`config.mk`:
```
export PLATFORM = sky130hd
export DESIGN_NAME = shift_arbiter
export DESIGN_NICKNAME = d
export VERILOG_FILES = /design/src/rtl/shift_arbiter.sv
export SDC_FILE = /design/constraint.sdc
export NUM_CORES = 1
export LEC_CHECK = 0
export ABC_CLOCK_PERIOD_IN_PS = 1900
export CAP_MARGIN = 20
export CORE_ASPECT_RATIO = 1.2
export CORE_UTILIZATION = 39
export CTS_CLUSTER_SIZE = 16
export DETAILED_ROUTE_END_ITERATION = 7
export PLACE_DENSITY = 0.77
export SLEW_MARGIN = 40
export SYNTH_ARGS = -nofsm -noshare
export SYNTH_HDL_FRONTEND = slang
export SYNTH_SLANG_ARGS = --single-unit
```
`constraint.sdc`:
```
create_clock -name clk -period 1.9 [get_ports clk]
set_input_delay 0.475 -clock clk [delete_from_list [all_inputs] [get_ports clk]]
set_output_delay 0.475 -clock clk [all_outputs]
set_load 0.005 [all_outputs]
```
`src/rtl/shift_arbiter.sv`:
```
// shift_arbiter: two-requester arbiter in front of a shared external shifter.
// Each accepted operation is latched, sent to the shifter for one cycle, and
// its result is held on the response channel until it is taken.
// PRIO_REQ0 = 0 selects round-robin arbitration; 1 selects fixed priority with req0 first.
// Optional carry-out support is enabled by defining the macro SHIFT_ARB_CARRY_EN.
module shift_arbiter #(
    parameter int PRIO_REQ0 = 0
) (
    input  logic        clk,
    input  logic        reset_n,
    input  logic        req0_valid,
    output logic        req0_ready,
    input  logic [31:0] req0_a,
    input  logic [4:0]  req0_shamt,
    input  logic [1:0]  req0_shtype,
    input  logic        req1_valid,
    output logic        req1_ready,
    input  logic [31:0] req1_a,
    input  logic [4:0]  req1_shamt,
    input  logic [1:0]  req1_shtype,
`ifdef SHIFT_ARB_CARRY_EN
    input  logic        req0_cin,
    input  logic        req1_cin,
    output logic        rsp_c,
`endif
    output logic [31:0] sh_a,
    output logic [4:0]  sh_shamt,
    output logic [1:0]  sh_shtype,
    input  logic [31:0] sh_y,
    output logic        rsp_valid,
    input  logic        rsp_ready,
    output logic [31:0] rsp_y,
    output logic        rsp_id
);

    typedef enum logic [1:0] {IDLE, EXEC, RESP} state_t;

    state_t      state, state_nxt;
    logic        ptr;
    logic        grant0, grant1, accept;
    logic [31:0] op_a;
    logic [4:0]  op_shamt;
    logic [1:0]  op_shtype;
    logic        op_id;
    logic [31:0] y_q;
    logic        id_q;

    // State register
    always_ff @(posedge clk or negedge reset_n) begin
        if (!reset_n) state <= IDLE;
        else          state <= state_nxt;
    end

    // Next-state logic
    always_comb begin
        state_nxt = state;
        unique case (state)
            IDLE:    if (accept) state_nxt = EXEC;
            EXEC:    state_nxt = RESP;
            RESP:    if (rsp_ready) state_nxt = IDLE;
            default: state_nxt = IDLE;
        endcase
    end

    // Outputs: grants only in IDLE (and never under reset), response valid in RESP
    always_comb begin
        grant0    = 1'b0;
        grant1    = 1'b0;
        rsp_valid = (state == RESP);
        if (state == IDLE && reset_n) begin
            if (req0_valid && (!req1_valid || PRIO_REQ0 != 0 || !ptr))
                grant0 = 1'b1;
            else if (req1_valid)
                grant1 = 1'b1;
        end
    end

    assign accept     = grant0 | grant1;
    assign req0_ready = grant0;
    assign req1_ready = grant1;

    // Latch the winner's operands; pointer moves to the requester that lost
    always_ff @(posedge clk or negedge reset_n) begin
        if (!reset_n) begin
            ptr       <= 1'b0;
            op_a      <= '0;
            op_shamt  <= '0;
            op_shtype <= '0;
            op_id     <= 1'b0;
        end else if (accept) begin
            ptr       <= grant0;
            op_id     <= grant1;
            op_a      <= grant0 ? req0_a      : req1_a;
            op_shamt  <= grant0 ? req0_shamt  : req1_shamt;
            op_shtype <= grant0 ? req0_shtype : req1_shtype;
        end
    end

    assign sh_a      = op_a;
    assign sh_shamt  = op_shamt;
    assign sh_shtype = op_shtype;

    // Capture the shifter result during EXEC
    always_ff @(posedge clk or negedge reset_n) begin
        if (!reset_n) begin
            y_q  <= '0;
            id_q <= 1'b0;
        end else if (state == EXEC) begin
            y_q  <= sh_y;
            id_q <= op_id;
        end
    end

    assign rsp_y  = y_q;
    assign rsp_id = id_q;

`ifdef SHIFT_ARB_CARRY_EN
    logic       op_cin;
    logic       c_q;
    logic       c_nxt;
    logic [4:0] lsl_idx;
    logic [4:0] lsr_idx;

    // 32 - shamt wraps to the right 5-bit index for every nonzero shamt
    assign lsl_idx = 5'd0 - op_shamt;
    assign lsr_idx = op_shamt - 5'd1;

    // Carry-out select from the latched operand
    always_comb begin
        c_nxt = op_cin;
        if (op_shamt != 5'd0) begin
            unique case (op_shtype)
                2'b00:   c_nxt = op_a[lsl_idx];
                2'b01,
                2'b10:   c_nxt = op_a[lsr_idx];
                default: c_nxt = sh_y[31];
            endcase
        end
    end

    // Carry-in latch and carry-out register
    always_ff @(posedge clk or negedge reset_n) begin
        if (!reset_n) begin
            op_cin <= 1'b0;
            c_q    <= 1'b0;
        end else begin
            if (accept)        op_cin <= grant0 ? req0_cin : req1_cin;
            if (state == EXEC) c_q    <= c_nxt;
        end
    end

    assign rsp_c = c_q;
`endif

endmodule

```
==> out/results.ini <==
[route]
firstDrtPassIters = 5
wl_met3_um = 1120
route.layer.met1.wl_um = 4020
via_per_inst = 5.31
drt-wirelength-per-cell_um = 16.8
ant_nets = 0
drt-total-wl_um = 10600
drt_iter0_drc = 153
drc_errors = 0
dr_total_vias = 3332
routed-wl-met2_um = 5110
highest_layer = met4

[synth]
synth_top_family_by_area = compound AO/OA/AOI/OAI gates
synth_nets = 433
synthTopCellsByCount = dfrtp_1 (76), a21oi_1 (42), a31oi_1 (39), nand3_1 (39), mux2_2 (33)
synthMuxAreaShare_pct = 10.9
synth_most_common_cell = dfrtp_1
synthXorXnorAreaFrac_pct = 0
yosysWarnings = 0
synth_top_area_share_pct = 55.8
ys.flop_type = dfrtp_1
avgSynthCellArea_sq_um = 10.7
synth_edf_count = 0
async_flop_share_pct = 100
ys_seq_area_share_pct = 55.8
synth_cells = 318
syn-cell-area_sq_um = 3410
synth_top_area_cell = dfrtp_1
synth_compound_area_share_pct = 20.2
ys_top_cells_by_area = dfrtp_1 (56%), mux2_2 (11%), a31oi_1 (7.2%)
synthAdderAreaFrac_pct = 0
ys_seq_elements = 76
synth-simple-area-share_pct = 7.26
synth_cell_types = 23

[clock_network]
path_clk_slew_ns = 0.08
clockBufferDepth = 2
cts.htree.levels = 3
cts_root_buffer = clkbuf_8
cts_inserted_buffers = 9
clk_latency_ns = 0.35
postCtsHoldBufs = 0
cts_tree = done
clock-sinks = 76

[finish]
areaGrowthSynthToFinish_pct = 67.9
fin_nets = 622
post_route_cells_drive_above_1_share_pct = 15.9
antenna_cells = 0

[sta]
fin_crit_sh_pct = 100
fmax_ghz = 0.525
rsz0062_at_grt = yes
worst_slack_ns = -0.00551
setup_viol = 1
finClkSkew_ns = 0.0138
fin_crit_ns = 1.91
finalMaxSlewViolations = 0
slew_headroom_pct = 50.4
hold_violations = 0
tightestPinTransition_ns = 0.744

[critical_path]
crit_path_max_fanout = 2
slowest_delay_ns = 0.49
cp-start-kind = input port
worst_r2r_path_depth = 6
arrival_ns = 1.43
crit_path_end_kind = output port
critPathKind = in2out
r2r-end = sh_a[4]$_DFFE_PN0P_
cpLargestDelayFamily = buffers and inverters
reg2reg_slack_ns = 0.06
crit_path_cell_trace = clkdlybuf4s50_1 > a21bo_4 > nor2_4 > buf_6
crit_buf_inv = 2
cp_slowest_cell = clkdlybuf4s50_1
worstPathRequired_ns = 1.42
reg2reg_from = state[1]$_DFFE_PN0P_

[die]
io_pins = 190
die_x_um = 87.4
die_area_sq_um = 9130
initial_core_util_pct = 40.0
core-area_sq_um = 8520
num_rows = 37
die_h_um = 104

[place]
place_congestion = 0.790
portBuffers = 189
hpwl_um = 7680
dp_slack_ns = -0.460

[hold_path]
hp-class = in2async

[job]
drv_cap = 0

[status]
violations = negative setup slack
outcome = complete, but fails checks

[grt]
grt_max_degree = 61
antenna_found_initial = 0
gr-total-overflow = 0
gr-usage-all-layers_pct = 23.9
grt_pass1_vias = 3352
grt_pass1_wl_um = 16800

[power]
finalPower_mw = 7.40
powerDensity_nw_per_um2 = 1290
vdd_ir_drop_max_uv = 469
p_leak_nw = 2.24

sequential cells by signal (all words and copies together) (netlist names):
name,cells
state,2
sh_a,32
sh_shtype,2
ptr,1
sh_shamt,5
op_id,1
rsp_y,32
rsp_id,1
cell families (layout without fill, tap and decap cells):
group	count (synthesis)	count (layout)
multiplexers	33	33
AO/OA/AOI/OAI	124	124
flip-flops	76	76
buffers and inverters	37	230
AND/OR/NAND/NOR	48	48
per-stage QoR:
| step | util, % | TNS [ns] | cells | hold WS (ns) | area (sq um) |
|---|---|---|---|---|---|
| final | 67.2 | -0.00551 | 628 | 0.187 | 5730 |
| after global routing | 67.2 | -0.122 | 628 | 0.180 | 5730 |
| after CTS | 66.9 | -0.112 | 627 | 0.180 | 5700 |
| after detailed placement | 64.3 | -8.53 | 612 | 0.490 | 5480 |
| after global placement | 64.3 | -8.13 | 612 | 0.476 | 5480 |
| after floorplan | - | 0 | 318 | 0.179 | 3410 |
worst register-to-register path, stage by stage, from the launching register on:
cell	delay, ns
dfrtp_1	0.41
buf_4	0.15
nor3b_4	0.19
buf_4	0.34
and2_1	0.22
buf_4	0.24
a31oi_1	0.14
cell usage in the layout (no fill, tap or decap), drive strengths merged, types with 2 or more instances in the layout:
| cell | n |
|---|---|
| clkdlybuf4s50 | 184 |
| dfrtp | 76 |
| a21oi | 42 |
| a31oi | 40 |
| o21ai | 40 |
| nand3 | 39 |
| mux2 | 33 |
| buf | 27 |
| clkbuf | 9 |
| inv | 3 |
| clkinv | 3 |
| nand2b | 2 |
| bufinv | 2 |
| nor2 | 2 |
per-layer routing:
| metal | vias to the layer above | track usage [%] |
|---|---|---|
| met5 | - | 0 |
| met4 | 0 | 10.3 |
| met3 | 28 | 9.13 |
| met2 | 162 | 38.9 |
| met1 | 1593 | 27.9 |
| li1 | 1549 | - |
power breakdown:
| part | switching (mW) | total (mW) | internal (mW) |
|---|---|---|---|
| Sequential | 0.380 | 2.74 | 2.36 |
| Clock | 0.596 | 1.33 | 0.734 |
| Combinational | 1.22 | 3.33 | 2.11 |
| Total | 2.19 | 7.40 | 5.21 |
area by class of cell:
type / count / area [sq um]
multi-input cells: 205 / 1340
fillers: 678 / 2790
clock inverters: 6 / 87.6
repair buffers: 213 / 2120
well taps: 117 / 146
clock buffers: 9 / 124
inverters: 2 / 7.51
flip-flops and latches: 76 / 1900
how the worst max path moves through the flow:
stage | endpoint | depth (start not counted) | startpoint | slack (ns)
final | req0_ready | 4 | req0_valid | -0.006
after global placement | req0_ready | 4 | req0_valid | -0.44
after floorplan | req0_ready | 3 | reset_n | 0.20
after global routing | req1_ready | 5 | state[0]$_DFFE_PN0P_ | -0.07
after detailed placement | req0_ready | 4 | req0_valid | -0.46
after CTS | req0_ready | 3 | state[1]$_DFFE_PN0P_ | -0.11
what timing repair did:
action,in CTS,in global routing
setup buffers,0,1
gates resized for setup,13,7
pin swaps,2,2
setup endpoints to repair,3,21
(Power assumes the default switching activity.)
